File: src/rtl/mem_arb_pkg.sv
// Shared types and constants for the I/D cache memory arbiter.
package mem_arb_pkg;

    // Default line address width (byte address bits 31:4) and line width.
    localparam int DEF_ADDR_W = 28;
    localparam int DEF_LINE_W = 128;

    // Owner encoding, also used as the round-robin "last owner" value.
    localparam logic OWN_I = 1'b0;
    localparam logic OWN_D = 1'b1;

    // Arbiter FSM states.
    typedef enum logic [1:0] {
        IDLE    = 2'd0,
        BUSY    = 2'd1,
        RELEASE = 2'd2
    } state_e;

endpackage : mem_arb_pkg

File: src/rtl/mem_arbiter_rr_arb2.sv
// Combinational two-way round-robin picker.
// A lone requester always wins. On a tie, the side that did not own the
// previous transaction wins.
module rr_arb2
    import mem_arb_pkg::*;
(
    input  logic       req_i,
    input  logic       req_d,
    input  logic       rr_last,
    output logic [1:0] grant_o,
    output logic       winner_o
);

    // Choose the winner index, then expand it to a one-hot grant.
    always_comb begin
        // NOTE: every output of a combinational block gets a default first, so no path can infer a latch.
        winner_o = OWN_I;
        grant_o  = 2'b00;
        if (req_i && req_d) begin
            winner_o = ~rr_last;
        end else if (req_d) begin
            winner_o = OWN_D;
        end
        if (req_i || req_d) begin
            grant_o[winner_o] = 1'b1;
        end
    end

endmodule : rr_arb2

File: src/rtl/mem_arbiter.sv
// Arbiter sharing one line-granular memory port between the I-cache and D-cache.
// It latches one requester's transaction and holds it stable until memory
// answers. It then returns the single-cycle ready to the owner and spends one
// quiet cycle before arbitrating again.
module mem_arbiter
    import mem_arb_pkg::*;
#(
    parameter int ADDR_W = DEF_ADDR_W,
    parameter int LINE_W = DEF_LINE_W
) (
    input  logic              clk,
    input  logic              rst_n,
    // I-cache side
    input  logic              mem_read_I,
    input  logic              mem_write_I,
    input  logic [ADDR_W-1:0] mem_addr_I,
    input  logic [LINE_W-1:0] mem_wdata_I,
    output logic [LINE_W-1:0] mem_rdata_I,
    output logic              mem_ready_I,
    // D-cache side
    input  logic              mem_read_D,
    input  logic              mem_write_D,
    input  logic [ADDR_W-1:0] mem_addr_D,
    input  logic [LINE_W-1:0] mem_wdata_D,
    output logic [LINE_W-1:0] mem_rdata_D,
    output logic              mem_ready_D,
    // Downstream memory
    output logic              mem_read,
    output logic              mem_write,
    output logic [ADDR_W-1:0] mem_addr,
    output logic [LINE_W-1:0] mem_wdata,
    input  logic [LINE_W-1:0] mem_rdata,
    input  logic              mem_ready
);

    state_e            state_q, state_d;
    logic              owner_q, owner_d;
    logic              rr_last_q, rr_last_d;
    logic              mem_read_q, mem_read_d;
    logic              mem_write_q, mem_write_d;
    logic [ADDR_W-1:0] mem_addr_q, mem_addr_d;
    logic [LINE_W-1:0] mem_wdata_q, mem_wdata_d;

    logic              req_i;
    logic              req_d;
    logic [1:0]        grant;
    logic              winner;

    // A side is requesting when either strobe is high; both high means write.
    assign req_i = mem_read_I | mem_write_I;
    assign req_d = mem_read_D | mem_write_D;

    rr_arb2 u_rr_arb2 (
        .req_i    (req_i),
        .req_d    (req_d),
        .rr_last  (rr_last_q),
        .grant_o  (grant),
        .winner_o (winner)
    );

    // Next-state logic: grant in IDLE, hold in BUSY, one quiet cycle in RELEASE.
    always_comb begin
        state_d     = state_q;
        owner_d     = owner_q;
        rr_last_d   = rr_last_q;
        mem_read_d  = mem_read_q;
        mem_write_d = mem_write_q;
        mem_addr_d  = mem_addr_q;
        mem_wdata_d = mem_wdata_q;

        case (state_q)
            IDLE: begin
                if (req_i || req_d) begin
                    owner_d   = winner;
                    rr_last_d = winner;
                    state_d   = BUSY;
                    if (grant[OWN_D]) begin
                        mem_write_d = mem_write_D;
                        mem_read_d  = mem_read_D & ~mem_write_D;
                        mem_addr_d  = mem_addr_D;
                        mem_wdata_d = mem_wdata_D;
                    end else begin
                        mem_write_d = mem_write_I;
                        mem_read_d  = mem_read_I & ~mem_write_I;
                        mem_addr_d  = mem_addr_I;
                        mem_wdata_d = mem_wdata_I;
                    end
                end
            end
            BUSY: begin
                // Requester inputs are deliberately ignored until memory answers.
                if (mem_ready) begin
                    mem_read_d  = 1'b0;
                    mem_write_d = 1'b0;
                    state_d     = RELEASE;
                end
            end
            RELEASE: begin
                // Lets the previous owner drop its strobes before re-arbitration.
                state_d = IDLE;
            end
            default: begin
                state_d     = IDLE;
                mem_read_d  = 1'b0;
                mem_write_d = 1'b0;
            end
        endcase
    end

    // State, ownership and downstream registers; cleared asynchronously by reset.
    always_ff @(posedge clk or negedge rst_n) begin
        if (!rst_n) begin
            state_q     <= IDLE;
            owner_q     <= OWN_I;
            rr_last_q   <= OWN_I;
            mem_read_q  <= 1'b0;
            mem_write_q <= 1'b0;
            mem_addr_q  <= '0;
            mem_wdata_q <= '0;
        end else begin
            // NOTE: sequential state uses non-blocking assignments so every register samples pre-edge values.
            state_q     <= state_d;
            owner_q     <= owner_d;
            rr_last_q   <= rr_last_d;
            mem_read_q  <= mem_read_d;
            mem_write_q <= mem_write_d;
            mem_addr_q  <= mem_addr_d;
            mem_wdata_q <= mem_wdata_d;
        end
    end

    // Ready demux: only the current owner sees memory's completion, and only in BUSY.
    always_comb begin
        mem_ready_I = 1'b0;
        mem_ready_D = 1'b0;
        if ((state_q == BUSY) && mem_ready) begin
            if (owner_q == OWN_D) begin
                mem_ready_D = 1'b1;
            end else begin
                mem_ready_I = 1'b1;
            end
        end
    end

    assign mem_read    = mem_read_q;
    assign mem_write   = mem_write_q;
    assign mem_addr    = mem_addr_q;
    assign mem_wdata   = mem_wdata_q;
    assign mem_rdata_I = mem_rdata;
    assign mem_rdata_D = mem_rdata;

endmodule : mem_arbiter
File: config.mk
export PLATFORM = sky130hd
export DESIGN_NAME = mem_arbiter
export DESIGN_NICKNAME = d
export VERILOG_FILES = /design/src/rtl/mem_arb_pkg.sv /design/src/rtl/mem_arbiter_rr_arb2.sv /design/src/rtl/mem_arbiter.sv
export SDC_FILE = /design/constraint.sdc
export NUM_CORES = 1
export LEC_CHECK = 0
export BUFFER_PORTS_ARGS = -buffer_cell sky130_fd_sc_hd__buf_2
export CORE_AREA = 2 2 339 341
export DETAILED_ROUTE_END_ITERATION = 7
export DIE_AREA = 0 0 341 343
export SETUP_SLACK_MARGIN = 0.3
export SLEW_MARGIN = 20
export SYNTH_ARGS = -nofsm -noshare
export SYNTH_HDL_FRONTEND = slang
export SYNTH_SLANG_ARGS = --single-unit
File: constraint.sdc
create_clock -name clk -period 2 [get_ports clk]
set_input_delay 0.1 -clock clk [delete_from_list [all_inputs] [get_ports clk]]
set_output_delay 0.1 -clock clk [all_outputs]
set_load 0.02 [all_outputs]
== Yosys cells after proc, flatten, opt, wreduce, memory -nomap -nowiden ==
Index checks and enable logic that the tools add are counted.

* Memories: 0
* Memory bits (writable): 0
* Latch bits: 0
* Memory bits (read-only): 0
* Register bits after elaboration: 161
* Logic and storage cells: 49

* Magnitude comparators: 2
* Div/mod/pow operators: 0
* Eq/ne operators: 4
* Reductions and logical operators: 8
* Mux-type cells: 21
* Bitwise operators: 8
* Multipliers: 0
* $add $sub $neg: 0
* Shift operators: 0

{| class="wikitable"
|+ Operators with widths
! cell !! number
|-
| 128-bit 2-to-1 mux || 1
|-
| 28-bit 2-to-1 mux || 1
|-
| 1-bit 2-to-1 mux || 12
|-
| 2-bit 2-to-1 mux || 3
|-
| 1-bit one-hot mux with 3 select lines || 2
|-
| 2-bit inequality test, second input constant || 2
|-
| 1-bit inverter || 4
|-
| 2-bit one-hot mux with 2 select lines || 1
|-
| 2-bit AND reduction || 2
|-
| 1-bit logical AND || 3
|-
| 3-bit AND reduction || 1
|-
| 1-bit bitwise AND || 2
|-
| 2-bit by 1-bit equality test with 1-bit output, second input constant || 1
|-
| 2-bit equality test, second input constant || 1
|-
| 2-bit logical NOT || 1
|-
| 1-bit by 2-bit < comparator with 1-bit output, second input constant || 1
|-
| 1-bit bitwise OR || 2
|-
| 1-bit demux with 1-bit select || 1
|-
| 1-bit >= comparator, second input constant || 1
|-
| 1-bit logical OR || 1
|}

== Depth between registers and ports, before layout ==
Gate-level depths: netlist (run 1).

* Word-level depth: 11
* Mapped depth: 7

== By module ==
Synthesis (run 1) repeated with hierarchy kept, for this count alone.

* Cells, all modules: 980
* Area, all modules: 10098.4 um2

{| class="wikitable"
|+ By module, submodules not included
! module !! cells an instance !! instances !! area each (um2)
|-
| mem_arbiter || 976 || 1 || 10072.2
|-
| rr_arb2 || 4 || 1 || 26.3
|}

== Worst setup path after synthesis (run 1) ==
No wires, ideal clock.

* Path type: reg2reg
* Start point: reg state_q[0]
* End point: reg mem_wdata_q[10], in the netlist mem_wdata[10]
* Cell stages (with the launch flop): 7
* Library setup time: 0.122 ns
* Data required time: 1.878 ns
* Arrival time: 1.379 ns
* Path buffers: 3
* Slack: 0.499 ns
* Path through: dfrtp_1 or3_1 buf_2 buf_4 buf_4 a21oi_1 a21oi_1

* Word-level cells in the longest chain between the ends: 2

{| class="wikitable"
|+ Ends and longest elaborated chain
! element !! RTL line !! text
|-
| start: declaration || mem_arbiter.sv:36 || <nowiki>state_e state_q, state_d;</nowiki>
|-
| start signal: assignment || mem_arbiter.sv:122 || <nowiki>state_q <= state_d;</nowiki>
|-
| 2-bit logical NOT || mem_arbiter.sv:71 || <nowiki>case (state_q)</nowiki>
|-
| 2-bit AND reduction (no line) || - ||
|-
| end signal: assignment || mem_arbiter.sv:128 || <nowiki>mem_wdata_q <= mem_wdata_d;</nowiki>
|-
| end: declaration || mem_arbiter.sv:42 || <nowiki>logic [LINE_W-1:0] mem_wdata_q, mem_wdata_d;</nowiki>
|}

Every way passes these cells.
A chain may end at the register's enable or synchronous reset.

== Worst setup path after layout (run 1) ==
* Start point: reg state_q[1]
* End point: reg mem_wdata_q[27], in the netlist mem_wdata[27]

The elaborated chain is that of the path after synthesis.

==> summary.log, run 1 <==
INFO  run_status     status=finished, final reports clean
INFO  clocking       cts.root.buffer_cell=clkbuf_16
INFO  worst_setup_path worstPathCellList=or3_4 -> buf_8 -> buf_16 -> a21oi_1 -> a21oi_1
INFO  synth          synth-simple-area-share=13.9%
INFO  pwr            finalPower=19.6mW
INFO  cells_and_area final_net_count=2114
INFO  drt            drt-wirelength-per-cell=17.4um
INFO  worst_setup_path timing_worst_setup_path_type=reg -> reg
INFO  worst_setup_path critical_path.n_buffers_inverters=2
INFO  synth          synth_xor_area_share=0%
INFO  floorplanning  die_height=343um
INFO  synth          synth.distinct_cells=23
INFO  synth          synth_instances=1138
INFO  synth          synth_seq_area_share=43.8%
INFO  worst_setup_path crit_top_cell=a21oi_1
INFO  worst_setup_path worst-endpoint-required=2.39ns
INFO  timing         final.min_clock_period=1.74ns
INFO  timing         final.setup.tns=0ns
INFO  clocking       clock_buffer_count_from_cts=17
INFO  synth          synthesis.area_per_instance=8.09um^2
INFO  pwr            power_per_cell_area=1250nW/um^2
INFO  grt            pin_count_of_the_biggest_net_entering_global_routing=72
INFO  synth          mappedNetlistNets=1585
INFO  drt            totalWireLength=55500um
INFO  floorplanning  row_count=124
INFO  pwr            leakage=6.73nW
INFO  grt            first_pass_grt_wire_length=72500um
INFO  worst_setup_path critPathTopFamily=flip-flops
INFO  drt            routed_via_density=3.24
INFO  synth          netlist_top_cells_area=dfrtp_1, buf_4, a21oi_1
INFO  worst_setup_path end_kind=flip-flop
INFO  cells_and_area antennaDiodeCount=0
INFO  worst_setup_path max_stage_delay=0.45ns
INFO  placed_design  place.gp.congestion=0.781
INFO  clocking       tritoncts=yes
INFO  floorplanning  placeableCoreArea=113000um^2
INFO  worst_setup_path critPathMaxFanout=36
INFO  clocking       worstSkewPairLatency=0.52ns
INFO  synth          post_synth_mux_area_share=0%
INFO  drt            drc_errors=0
INFO  synth          synth.ff_latch_count=161
INFO  timing         timing.fmax=0.576GHz
INFO  synth          yosysTopAreaCell=dfrtp_1
INFO  synth          yosys.area_share.adder=0%
INFO  floorplanning  die_x=341um
INFO  cells_and_area finalInstanceArea=15600um^2
INFO  synth          synth_compound_area_share=17.6%
INFO  run            max_cap_violations=0
INFO  floorplanning  ioPinCount=863
INFO  timing         slew_violations=0
INFO  pwr            peakVddDrop=0.000704V
INFO  grt            grt_pass1_vias=10.5k
INFO  synth          synth_warnings=0
INFO  clocking       path_clk_slew=0.08ns
INFO  worst_setup_path setup.worst_path.start_class=flip-flop
INFO  grt            initial_antenna_violation_count=7
INFO  timing         setup_viol_count_final=0
INFO  drt            vias=10.3k
INFO  clocking       h_tree_level_count=4
INFO  drt            drt_iter0_drc=695
INFO  grt            grt_overflow_total=0
INFO  grt            global_route.usage.total=8.75%
INFO  cells_and_area area_growth=69.9%
INFO  timing         grt_setup_unrepaired=true
INFO  worst_setup_path worstPathArrival=2.12ns
INFO  worst_hold_path min-delay-path-class=in -> reg
INFO  floorplanning  dieArea=117000um^2
INFO  floorplanning  start_util=8.11%
INFO  cells_and_area drive_above_1_share=33.8%
INFO  placed_design  numPortBuffers=478
INFO  timing         maxSlewHeadroom=44.1%
INFO  placed_design  detailedPlacementHpwl=39500um
INFO  clocking       cts_max_path_buffers=2
INFO  clocking       clock_sink_count=161
INFO  drt            number_of_nets_still_failing_antenna_checks_after_routing=0
INFO  synth          synth_top_family_by_area=buffers and inverters
INFO  placed_design  placed_area=11600um^2
INFO  synth          cell_area_synth=9200um^2
INFO  worst_setup_path critical_path.slowest_cell=dfrtp_2
INFO  cells_and_area fill_cells=12.8k
INFO  timing         fin_skew=0.0198ns
INFO  timing         worst_pin_slew=0.835ns
INFO  timing         period_share=86.8%
INFO  drt            drt-pass1-iter-count=5
INFO  synth          proportion_of_netlist_area_held_by_the_largest_area_contributor=43.8%
INFO  timing         hold_viol=0
-- metrics by stage --
stage	hold slack [ns]	worst slack, ns	util [%]	instances
after CTS	0.0341	0.282	13.6	3184
after floorplan	-0.196	0.499	-	1138
after global routing	0.0915	0.268	13.8	3192
after global placement	-0.0427	0.245	10.3	2833
after detailed placement	-0.0443	0.177	10.3	2833
final	0.110	0.263	13.8	3192
-- metal layers --
layer	vias up	GRT usage, %	wire length, um
li1	4509	-	-
met1	4868	9.16	20200
met2	765	12.5	23100
met3	192	6.35	9060
met4	2	5.43	3080
met5	-	0.160	13
-- cell type report --
cell class,count,area [um^2],area share [%]
clock buffer,19,443,2.83
clock inverter,13,161,1.03
inverter,2,7.51,0.0480
multi-input combinational,650,2960,19.0
sequential,161,4030,25.8
tap,1512,1890,12.1
timing repair buffer,835,6130,39.2
-- layout by cell type (no fill, tap or decap), types with 2 or more instances in the layout --
cell / n
bufinv_16: 2
buf_16: 3
dlygate4sd3_1: 318
buf_6: 4
nand2b_1: 2
buf_2: 477
clkbuf_16: 20
nor2_1: 157
buf_4: 18
clkinvlp_4: 2
inv_1: 2
dfrtp_1: 160
a21oi_1: 304
buf_8: 3
buf_12: 9
inv_8: 3
nand2_1: 160
a21oi_2: 11
inv_6: 6
-- registers in the layout, indices dropped and copies added (netlist names) --
register / count
mem_wdata: 128
mem_addr: 28
state_q: 2
mem_read: 1
mem_write: 1
rr_last_q: 1
-- worst min-delay path, cell delays in order --
cell     delay, ns
buf_2         0.15
nand2_1       0.07
a21oi_1       0.07
o31ai_2       0.18
-- cell usage after synthesis (all sizes together) --
cell and instances:
a21oi 315, or2 1, nor2b 1, nand2b 2
o31ai 1, nor2 157, clkbuf 24, a31oi 1
dfrtp 161, o21ai 2, inv 2, buf 301
nor3 2, nor4 1, and2 2, nand2 161
a22o 1, or3 1, a211o 1, nor3b 1
-- worst paths after layout --
kind | start | to | slack [ns] | cells past startpoint
min | mem_write_I | mem_read | 0.11 | 4
max | state_q[1] | mem_wdata[27] | 0.26 | 5
min in group asynchronous | rst_n | mem_wdata[51] | 0.22 | 3
max in group asynchronous | rst_n | mem_wdata[125] | 0.55 | 3
min reg2reg | mem_write | mem_write | 0.52 | 1
max reg2reg | state_q[1] | mem_wdata[27] | 0.26 | 5
-- repair_timing --
item | CTS | global route
endpoints found under the setup margin | 66 | 83
hold buffers | 318 | 0
setup buffers | 1 | 3
gates cloned | 0 | 5
endpoints found under the hold margin | 320 | 0
gates resized for setup | 7 | 16
pin swaps | 0 | 2
-- power by group --
group	switching (mW)	total, mW	internal, mW
registers	0.960	5.81	4.85
clock network	1.77	3.68	1.92
logic	6.71	10.1	3.36
total	9.44	19.6	10.1
-- kinds of logic (layout without fill, tap and decap cells) --
kind of cell	count (synthesis)	count (layout)
compound gates	321	321
buf+inv	327	869
flops	161	161
simple gates	329	329
No activity file was read; power rests on OpenSTA's default activity.
==> inputs of run 2 (changes only) <==
CORE_AREA = 2 2 340 342   (was 2 2 339 341)
DIE_AREA = 0 0 342 344   (was 0 0 341 343)
SYNTH_HIERARCHICAL = 1   (was default)
==> summary.log, run 2 <==
INFO  cells_and_area final_net_count=1971 [-6.8%]
INFO  drt            drc_errors=0 [unchanged]
INFO  pwr            internal=11.7mW [+16%]
INFO  drt            drt-wirelength-per-cell=18.9um [+8.6%]
INFO  clocking       clock_buffer_count_from_cts=17 [unchanged]
INFO  grt            gr-usage-met2=13.0% [+0.49 points]
INFO  worst_setup_path crit_end=mem_wdata[12]
INFO  worst_setup_path end_kind=flip-flop
INFO  cells_and_area finalInstanceArea=17000um^2 [+8.7%]
INFO  clocking       cts_max_path_buffers=2 [unchanged]
INFO  cells_and_area ff_latch_area=4030um^2 [unchanged]
INFO  pwr            power_switching_share=46.3% [-2.0 points]
INFO  drt            drt-pass1-iter-count=5 [unchanged]
INFO  grt            initial_antenna_violation_count=19 [+12]
INFO  drt            vias=9779 [-5.4%]
INFO  run_status     status=finished, final reports clean
INFO  timing         worst_pin_slew=0.576ns [-0.260 ns]
INFO  clocking       h_tree_level_count=4 [unchanged]
INFO  pwr            share_seq_of_total_power=26.4% [-3.3 points]
INFO  floorplanning  row_count=124 [unchanged]
INFO  timing         grt_setup_unrepaired=true
INFO  placed_design  numPortBuffers=478 [unchanged]
INFO  timing         timing.final.ws_setup=0.217ns [-0.0461 ns]
INFO  grt            grt_overflow_total=0 [unchanged]
INFO  placed_design  place.gp.congestion=0.756 [-3.3%]
INFO  grt            gr-max-usage-layer=met2
INFO  cells_and_area final_cell_count_no_fill=3050 [-4.4%]
INFO  worst_setup_path critical_path.n_buffers_inverters=3 [+1]
INFO  cells_and_area layout.cells.most_common_list=buf_2, dlygate4sd3_1, o21ai_0, dfrtp_1, mux2i_1
INFO  timing         slew_violations=0 [unchanged]
INFO  worst_setup_path r2r-end=mem_wdata[12]
INFO  placed_design  detailedPlacementHpwl=40600um [+2.9%]
INFO  worst_setup_path setup.reg_to_reg.worst_slack=0.22ns [-0.05 ns]
INFO  worst_setup_path reg2reg_depth=6 [+1]
INFO  floorplanning  dieArea=118000um^2 [+0.59%]
INFO  synth          cell_area_synth=10100um^2 [+9.6%]
INFO  timing         final.min_clock_period=1.78ns [+0.0461 ns]
INFO  grt            grt_pass1_vias=9882 [-6.1%]
INFO  cells_and_area final_util=14.9% [+1.1 points]
INFO  cells_and_area area_growth=68.5%
INFO  floorplanning  placeableCoreArea=114000um^2 [+0.41%]
INFO  drt            drt_iter0_drc=544 [-22%]
INFO  floorplanning  die_height=344um [+0.29%]
INFO  worst_setup_path worstPathCellList=a21boi_4 -> buf_12 -> buf_16 -> clkbuf_16 -> mux2i_2 -> o21ai_2
INFO  clocking       path_clk_slew=0.07ns [about the same]
INFO  pwr            leakage=7.39nW [+9.8%]
INFO  grt            first_pass_grt_wire_length=73100um [+0.81%]
INFO  timing         hold_viol=0 [unchanged]
INFO  timing         period_share=89.1% [+2.3 points]
INFO  floorplanning  die_x=342um [+0.29%]
INFO  clocking       cts.root.buffer_cell=clkbuf_16
INFO  worst_setup_path crit_start=rr_last_q
INFO  run            max_cap_violations=0 [unchanged]
INFO  timing         final.setup.tns=0ns [unchanged]
INFO  clocking       clock_sink_count=161 [unchanged]
INFO  timing         maxSlewHeadroom=61.6% [+18 points]
INFO  cells_and_area multi_input_gate_area=4000um^2 [+35%]
INFO  worst_setup_path critPathTopFamily=buffers and inverters
INFO  drt            number_of_nets_still_failing_antenna_checks_after_routing=0 [unchanged]
INFO  worst_setup_path critical_path.slowest_cell=dfrtp_2
INFO  clocking       tritoncts=yes
INFO  worst_setup_path worstPathArrival=2.17ns [+0.05 ns]
INFO  drt            routed_via_density=3.21 [-0.98%]
INFO  pwr            p_sw=10.1mW [+6.8%]
INFO  worst_setup_path worst-endpoint-required=2.38ns [about the same]
INFO  grt            globalRouteMet1Util=10.3% [+1.1 points]
INFO  synth          synth_warnings=6 [+6]
INFO  worst_setup_path total_number_of_cells_along_the_worst_setup_path=6 [+1]
INFO  grt            global_route.usage.total=8.87% [+0.12 points]
INFO  timing         timing.fmax=0.561GHz [-2.6%]
INFO  cells_and_area layout_commonest_cell=buf_2
INFO  worst_setup_path critPathMaxFanout=9 [-75%]
INFO  pwr            peakVddDrop=0.000825V [+17%]
INFO  worst_setup_path reg2reg_from=rr_last_q
INFO  clocking       worstSkewPairLatency=0.51ns [about the same]
INFO  timing         fin_skew=0.0174ns [-0.00234 ns]
INFO  pwr            power.combinational.fraction=57.8% [+6.3 points]
INFO  grt            pin_count_of_the_biggest_net_entering_global_routing=111 [+54%]
INFO  placed_design  placed_area=12500um^2 [+7.3%]
INFO  placed_design  post-place-ws=0.188ns [+0.0108 ns]
INFO  floorplanning  start_util=8.86% [+0.74 points]
INFO  drt            totalWireLength=57600um [+3.8%]
INFO  worst_setup_path setup.worst_path.start_class=flip-flop
INFO  timing         hold_slack=0.110ns [+0.000640 ns]
INFO  worst_setup_path max_stage_delay=0.45ns [about the same]
INFO  cells_and_area max_ffs_per_register=128 [unchanged]
INFO  placed_design  placedCellCount=2682 [-5.3%]
INFO  pwr            finalPower=21.8mW [+11%]
INFO  synth          synth_instances=978 [-14%]
INFO  synth          synthesis.area_per_instance=10.3um^2 [+28%]
INFO  pwr            power_per_cell_area=1280nW/um^2 [+2.4%]
INFO  worst_setup_path timing_worst_setup_path_type=reg -> reg
INFO  cells_and_area drive_above_1_share=47.9% [+14 points]
INFO  worst_hold_path min-delay-path-class=in -> reg
INFO  pwr            pwr-share-clk=15.7% [-3.1 points]
INFO  synth          mappedNetlistNets=1425 [-10%]
INFO  timing         setup_viol_count_final=0 [unchanged]
INFO  floorplanning  ioPinCount=863 [unchanged]
INFO  cells_and_area fill_cells=12.8k [-0.094%]
INFO  grt            global_route_met3_usage=4.61% [-1.7 points]
[run 2: routing by layer]
metal,wire length [um],vias up
li1,-,4243
met1,22400,4675
met2,25500,628
met3,6440,213
met4,2930,20
met5,311,-
[run 2: final cells by class]
| cell class | instances | share of cell area [%] |
|---|---|---|
| Multi-Input combinational cell | 490 | 23.5 |
| Timing Repair Buffer | 853 | 38.2 |
| Clock inverter | 14 | 0.832 |
| Tap cell | 1512 | 11.1 |
| Inverter | 1 | 0.0221 |
| Sequential cell | 161 | 23.7 |
| Antenna cell | 1 | 0.0147 |
| Clock buffer | 18 | 2.52 |
[run 2: worst min path at each step]
stage / start / endpoint / slack (ns) / depth (start not counted)
2_1_floorplan: rst_n / mem_addr[0] / -0.20 / 0
3_3_place_gp: rst_n / mem_addr[10] / 0.08 / 1
5_1_grt: mem_read_D / mem_read / 0.1 / 4
3_5_place_dp: rst_n / mem_addr[10] / 0.08 / 1
4_1_cts: mem_read_I / mem_read / 0.04 / 4
6_report: mem_read_I / mem_read / 0.11 / 4
[run 2: power groups by stage]
stage / Combinational, mW / Sequential (mW) / Clock [mW]
5_1_grt: 13.4 / 5.95 / 3.69
3_5_place_dp: 10.8 / 5.73 / 0
2_1_floorplan: 5.69 / 7.60 / 0
3_3_place_gp: 10.7 / 5.73 / 0
4_1_cts: 11.3 / 5.72 / 3.61
6_report: 12.6 / 5.75 / 3.43
[run 2: timing repair]
action | CTS | global route
endpoints found under the hold margin | 319 | 0
setup endpoints to repair | 2 | 90
pin swaps | 0 | 7
gates resized for setup | 3 | 105
hold buffers | 316 | 0
setup buffers | 0 | 10
cloned | 0 | 9
[run 2: worst reg2reg max path, stage by stage, from the launching register on]
cell	delay, ns
dfrtp_2	0.45
a21boi_4	0.30
buf_12	0.20
buf_16	0.17
clkbuf_16	0.23
mux2i_2	0.25
o21ai_2	0.07
